`config.mk`:
```
export PLATFORM = sky130hd
export DESIGN_NAME = ac97_dma_arbiter
export DESIGN_NICKNAME = d
export VERILOG_FILES = /design/src/rtl/ac97_dma_arbiter.sv
export SDC_FILE = /design/constraint.sdc
export NUM_CORES = 1
export LEC_CHECK = 0
export BUFFER_PORTS_ARGS = -buffer_cell sky130_fd_sc_hd__buf_2
export CAP_MARGIN = 10
export CORE_AREA = 2 2 94 96
export CTS_CLUSTER_SIZE = 28
export DETAILED_ROUTE_END_ITERATION = 6
export DIE_AREA = 0 0 96 98
export GPL_ROUTABILITY_DRIVEN = 0
export GPL_TIMING_DRIVEN = 0
export PLACE_DENSITY = 0.8
export SYNTH_ARGS = -nofsm -noshare
export SYNTH_HDL_FRONTEND = slang
export SYNTH_SLANG_ARGS = --single-unit
```
`constraint.sdc`:
```
create_clock -name sys_clk -period 4.5 [get_ports sys_clk]
set_clock_uncertainty 0.05 [all_clocks]
set_input_delay 0.675 -clock sys_clk [delete_from_list [all_inputs] [get_ports sys_clk]]
set_output_delay 0.675 -clock sys_clk [all_outputs]
set_load 0.01 [all_outputs]
```
`src/rtl/ac97_dma_arbiter.sv`:
```
// ----------------------------------------------------------------------------
// ac97_dma_arbiter
//
// Shares the single AC'97 Wishbone master port between the playback DMA
// engine (dmar, memory reads) and the record DMA engine (dmaw, memory writes).
// Each engine asks for one 32-bit single-beat transfer at a time. The arbiter
// grants round-robin, runs one Wishbone classic cycle, and returns ack/data
// to the owner. A per-cycle watchdog aborts a cycle the slave never acks.
//
// Parameters
//   TIMEOUT    max cycles a bus cycle may wait for wbm_ack_i (>= 2)
//
// Ports
//   sys_clk, sys_rst_n     clock (rising edge), synchronous active-low reset
//   dmar_req/adr           playback read request and word address
//   dmar_ack/err/dat       read done (data valid) / read aborted / read data
//   dmaw_req/adr/dat       record write request, word address, write data
//   dmaw_ack/err           write done / write aborted
//   wbm_*                  Wishbone classic master port (registered outputs)
//   busy                   a bus cycle is in progress
// ----------------------------------------------------------------------------
module ac97_dma_arbiter #(
  parameter int TIMEOUT = 256
) (
  input  logic        sys_clk,
  input  logic        sys_rst_n,

  input  logic        dmar_req,
  input  logic [29:0] dmar_adr,
  output logic        dmar_ack,
  output logic        dmar_err,
  output logic [31:0] dmar_dat,

  input  logic        dmaw_req,
  input  logic [29:0] dmaw_adr,
  input  logic [31:0] dmaw_dat,
  output logic        dmaw_ack,
  output logic        dmaw_err,

  output logic [31:0] wbm_adr_o,
  output logic [2:0]  wbm_cti_o,
  output logic [3:0]  wbm_sel_o,
  output logic        wbm_we_o,
  output logic        wbm_cyc_o,
  output logic        wbm_stb_o,
  input  logic        wbm_ack_i,
  input  logic [31:0] wbm_dat_i,
  output logic [31:0] wbm_dat_o,

  output logic        busy
);

  localparam int CNT_W = $clog2(TIMEOUT);
  localparam logic [CNT_W-1:0] CNT_LAST = CNT_W'(TIMEOUT - 1);

  localparam logic [1:0] ST_IDLE  = 2'd0;
  localparam logic [1:0] ST_READ  = 2'd1;
  localparam logic [1:0] ST_WRITE = 2'd2;

  logic [1:0]       r_state;
  logic             r_last_wr;   // 1: previous completed transfer was a write
  logic [CNT_W-1:0] r_cnt;
  logic             r_cyc;
  logic             r_we;
  logic [31:0]      r_adr;
  logic [31:0]      r_wdat;

  logic w_in_read;
  logic w_in_write;
  logic w_active;
  logic w_cnt_last;
  logic w_timeout;
  logic w_end;
  logic w_pick_wr;
  logic w_any_req;

  assign w_in_read  = (r_state == ST_READ);
  assign w_in_write = (r_state == ST_WRITE);
  assign w_active   = w_in_read | w_in_write;
  assign w_cnt_last = (r_cnt == CNT_LAST);

  // An ack on the final allowed cycle still counts as success.
  assign w_timeout  = w_cnt_last & ~wbm_ack_i;
  assign w_end      = w_active & (wbm_ack_i | w_cnt_last);

  // Write wins only if it is alone, or on a tie when the last transfer was a
  // read. Reset marks the last transfer as a write, so reads win the first tie.
  assign w_any_req  = dmar_req | dmaw_req;
  assign w_pick_wr  = dmaw_req & (~dmar_req | ~r_last_wr);

  // Completion strobes are combinational so the requester sees them in the
  // same cycle as the slave ack. A cycle being killed by reset reports nothing.
  assign dmar_ack   = sys_rst_n & w_in_read  & wbm_ack_i;
  assign dmar_err   = sys_rst_n & w_in_read  & w_timeout;
  assign dmaw_ack   = sys_rst_n & w_in_write & wbm_ack_i;
  assign dmaw_err   = sys_rst_n & w_in_write & w_timeout;
  assign dmar_dat   = wbm_dat_i;

  assign wbm_adr_o  = r_adr;
  assign wbm_cti_o  = 3'b000;
  assign wbm_sel_o  = 4'hf;
  assign wbm_we_o   = r_we;
  assign wbm_cyc_o  = r_cyc;
  assign wbm_stb_o  = r_cyc;
  assign wbm_dat_o  = r_wdat;
  assign busy       = w_active;

  always_ff @(posedge sys_clk) begin
    if (!sys_rst_n) begin
      r_state   <= ST_IDLE;
      r_last_wr <= 1'b1;
      r_cnt     <= '0;
      r_cyc     <= 1'b0;
      r_we      <= 1'b0;
      r_adr     <= '0;
      r_wdat    <= '0;
    end else begin
      unique case (r_state)
        ST_IDLE: begin
          // Requests are only looked at here; the loser simply keeps its
          // request held and is served after the current transfer.
          if (w_any_req) begin
            r_state <= w_pick_wr ? ST_WRITE : ST_READ;
            r_cyc   <= 1'b1;
            r_we    <= w_pick_wr;
            r_adr   <= {(w_pick_wr ? dmaw_adr : dmar_adr), 2'b00};
            r_wdat  <= dmaw_dat;
            r_cnt   <= '0;
          end
        end
        ST_READ, ST_WRITE: begin
          // Dropping the request mid-cycle does not abort; only ack or the
          // watchdog ends the cycle, always through one IDLE cycle.
          if (w_end) begin
            r_state   <= ST_IDLE;
            r_cyc     <= 1'b0;
            r_we      <= 1'b0;
            r_last_wr <= w_in_write;
          end else begin
            r_cnt <= r_cnt + CNT_W'(1);
          end
        end
        default: begin
          r_state <= ST_IDLE;
          r_cyc   <= 1'b0;
          r_we    <= 1'b0;
        end
      endcase
    end
  end

endmodule
```
; ---- After elaboration in Yosys (flattened, before gate mapping)
; Cells that the tools add are included.
[word_totals]
regBits = 75
input_bits = 129
out_inout_bits = 111
word_cells = 50
[op_classes]
n_addsub = 1
eq_ne = 6
n_mux = 13
bitwise = 16
n_reduce_logical = 7
[ops]
columns = operator, count
row1 = $mux W30, 1
row2 = $mux W8, 2
row3 = $pmux W8 S2, 1
row4 = $and A1 B1 Y1, 9
row5 = $add A8 B1 Y8 const B, 1
row6 = $eq A8 B8 Y1 const B, 1
row7 = $mux W2, 3
row8 = $ne A2 B2 Y1 const B, 3
row9 = $reduce_and A2 Y1, 3
row10 = $or A1 B1 Y1, 4
row11 = $pmux W1 S2, 2
row12 = $pmux W2 S2, 1
row13 = $mux W1, 3
row14 = $not A1 Y1, 3
row15 = $reduce_and A3 Y1, 1
row16 = $eq A2 B1 Y1 const B, 1
row17 = $eq A2 B2 Y1 const B, 1
row18 = $logic_not A2 Y1, 1
row19 = $reduce_bool A2 Y1, 1
row20 = $reduce_or A2 Y1, 1

; ---- Longest topological paths before layout
[depth]
depth_word = 6
mapped_depth = 7
ltp_nobuf = 6

; ---- Least setup slack after synthesis
; No wires, ideal clock.
[synth_timing]
path_kind = input to output
from = input sys_rst_n
to = output dmaw_err
arrival_time_ps = 1355
required_ps = 3775
path_slack_ps = 2420
stages = 3
path_buffers = 1
cell_sequence = inv_1 -> clkbuf_1 -> nor4_1
[synth_via]
elab_chain_cells = 2
[synth_rtl]
columns = item, line_no
row1 = from (decl), 26  ; input logic sys_rst_n,
row2 = $and A1 B1 Y1 (2 in a row), 96  ; assign dmaw_err = sys_rst_n & w_in_write & w_timeout;
row3 = to (decl), 38  ; output logic dmaw_err,
; No other way between the ends.

; ---- Final worst setup path
[layout_timing]
from = register r_cnt[1]
to = output dmaw_err
[layout_via]
elab_chain_cells = 3
[layout_rtl]
columns = item, line_no
row1 = from (decl), 62  ; logic [CNT_W-1:0] r_cnt;
row2 = from (signal assigned), 140  ; r_cnt <= r_cnt + CNT_W'(1);
row3 = $eq A8 B8 Y1, 80  ; assign w_cnt_last = (r_cnt == CNT_LAST);
row4 = $and A1 B1 Y1, 83  ; assign w_timeout = w_cnt_last & ~wbm_ack_i;
row5 = $and A1 B1 Y1, 96
; No other way between the ends.

==> impl_results.md <==
* TritonRoute pass-1 iters at 5
* Cells along the critical path: ha_1 > and4_1 > nand2_1 > nor4_1 > buf_2
* Cells after Synth at 398
* WP data arrival at 1700 ps
* VDD IR max at about 240 uV
* Placed Cells at a little over 700
* Largest cells by area after synthesis: dfxtp_1, buf_4, mux2i_1, nand2_1, a21oi_1
* Post-CTS setup buffer count at 0
* Sw Share at 0.286
* Cell taking the most area after synthesis: dfxtp_1
* Layout Nets at ~750
* Seq pwr share at 0.388
* Share of cells above drive strength 1 at 0.457
* Max Fclk at between 0.4 and 0.5 GHz
* Register area share after synthesis at 0.430
* Antenna violations before repair at 0
* Synth warn at 0
* CP bufs+invs at 1
* IO buf count at slightly below 200
* Post-route antenna net violation count at 0
* Required @ worst endpoint at about 3800 ps
* Clock power share at 0.360
* Count of cell types in the netlist at 37
* Detailed-route wire length at 9360 um
* Total Die Area at around 9400 um^2
* Overall routing resource usage at 0.196
* Row Count at 34
* Starting Density at 0.407
* CTS Sinks at 74
* Power, Total at roughly 2 mW
* Maxcap violations at 0
* RSZ-0062 raised after global routing: no
* Reg clk slew, reported paths at about 80 ps
* First-pass GRT wire length at 14600 um
* H-tree depth at 3
* Synth top area share at 0.430
* Worst-path maximum fanout at 4
* Fin cells at roughly 730
* Slew margin rel. at 0.566
* Setup violators final at 0
* Multi-input gate area at approximately 1500 um^2
* Post-DP Area at ~4600 um^2
* Internal at about 1.4 mW
* Core ar. at 8470 um^2
* Grt ovf at 0
* Worst path max stage delay at 380 ps
* Clock buffer depth at 2
* Fin area at around 5000 um^2
* Status: completed
* Drt drc at 0
* Mean area per synthesized cell at slightly below 9 um^2
* Highest-delay cell along the critical path: dfxtp_1
* Worst hold path type: flop to flop
* Cts bufs inserted at 9
* Die height at approximately 98 um
* Max Slew Vio Count at 0
* Final hold viol count at 0
* Die W at 96 um
* Post-CTS sizing at 0
* Largest net degree at the start of global routing at 13
* CP startpoint kind: flop
* I/O pin cnt at between 200 and 250
* Worst Tran Pin Value at ~650 ps
* Leakage at about 2.4 nW
* Critical path's top delay family: simple AND/OR/NAND/NOR gates
* Synth Register Bits at 74
* Filler Cell Count at between 700 and 800
* Pwr dens at between 400 and 500 nW/um^2
* Switching pwr at between 0.5 and 0.6 mW
* Initial DRC Count at between 100 and 150
* FF/Latch Area at about 1500 um^2
* Root buf cell: clkbuf_8
* Avg WL per Cell at around 13 um
* Final min period at roughly 2400 ps
* Vias/cell at around 4.8
* Final antenna diode count at 0
* Endpoint type of the worst setup path: output port
* CTS tree: built
* Post-CTS Hold Fix Bufs at 0
* Final HPWL DP at approximately 7300 um
* Vias in the first global route at between 3000 and 4000
* Crit share post-route at 0.539
* Clock Latency Late Sink at between 300 and 400 ps
* Synth-to-layout area growth at 41.7%
* Synth Cell Area at between 3000 and 4000 um^2
* Vias at roughly 3500
* Crit path kind: flop to output port
* TNS Setup at 0 ps
* Part of the power in combinational logic at 0.252
## cell usage after synthesis, drive strengths merged
cell type / count
dfxtp: 74
nand2: 74
buf: 54
a21oi: 37
nor2: 32
a211oi: 30
mux2i: 30
clkbuf: 12
a31oi: 8
inv: 7
and3: 5
ha: 4
o21ai: 4
nand3: 3
o21a: 3
or2: 3
conb: 2
nor3: 2
o32ai: 2
a211o: 1
a21boi: 1
and2: 1
and4: 1
nand4: 1
nor3b: 1
nor4: 1
o211ai: 1
o221ai: 1
o22ai: 1
o311ai: 1
o31ai: 1
## metal layers
layer | vias up | share of wire | track usage
met5 | - | 0 | 0
met4 | 0 | 0.018 | 0.0835
met3 | 16 | 0.090 | 0.0455
met2 | 167 | 0.51 | 0.340
met1 | 1584 | 0.38 | 0.227
li1 | 1749 | - | -
## tightest hold or removal path: stages, from the launching register on
cell and delay, ps:
dfxtp_1 310, nand2_1 50, a21oi_1 50
## metrics by stage
| step | hold WS (ps) | setup WS [ps] | util |
|---|---|---|---|
| floorplan | 381 | 2420 | - |
| global placement | 390 | 2110 | 0.543 |
| detailed placement | 396 | 2120 | 0.543 |
| CTS | 406 | 2070 | 0.577 |
| global route | 425 | 2010 | 0.577 |
| finish | 401 | 2080 | 0.577 |
## state kept, by name (all words and copies together), names as in the netlist
signal and cells:
r_cnt 8, r_last_wr 1, r_state 2, wbm_adr_o 30
wbm_cyc_o 1, wbm_dat_o 32
## power by group through the flow
stage / registers, mW / logic [mW] / clock network (mW)
2_1_floorplan: 0.821 / 0.270 / 0
3_3_place_gp: 0.783 / 0.491 / 0
3_5_place_dp: 0.787 / 0.503 / 0
4_1_cts: 0.773 / 0.505 / 0.731
5_1_grt: 0.781 / 0.556 / 0.757
6_report: 0.772 / 0.501 / 0.717
## placed cells by master (no fill, tap or decap), drive strengths merged
cell and instances:
inv 7, nor2 32, and2 1, conb 9
and4 1, nand4 1, bufinv 4, clkbuf 24
and3 5, o32ai 2, a31oi 8, a21boi 1
nand3 3, a211o 1, a21oi 37, nor3b 1
o221ai 1, o211ai 1, o31ai 1, nand2 74
nor4 1, o21a 3, nor3 2, buf 252
ha 4, o21ai 4, o311ai 1, or2 3
o22ai 1, a211oi 30, mux2i 30, dfxtp 74
## logic make-up after synthesis
logic type	after synthesis	share of synthesized area
buf+inv	73	0.134
flops	74	0.430
compound gates	91	0.184
mux	30	0.0871
other cells	2	0.00218
simple gates	124	0.149
fa+ha+maj	4	0.0145
## cell type report
| class | count | share of cell area |
|---|---|---|
| Multi-Input combinational cell | 258 | 0.313 |
| Sequential cell | 74 | 0.303 |
| Timing Repair Buffer | 198 | 0.203 |
| Buffer | 66 | 0.0891 |
| Clock buffer | 12 | 0.0338 |
| Tap cell | 108 | 0.0277 |
| Clock inverter | 4 | 0.0246 |
| Inverter | 7 | 0.00538 |
## path summary, 6_finish.rpt
kind	from	end	slack [ps]	cells after the start
hold / removal	wbm_dat_o[23]	wbm_dat_o[23]	400	2
setup / recovery	r_cnt[1]	dmaw_err	2080	5
setup reg to reg	r_state[0]	r_cnt[6]	2560	6
hold reg to reg	wbm_dat_o[23]	wbm_dat_o[23]	400	2
Power figures use the tool's default switching activity.
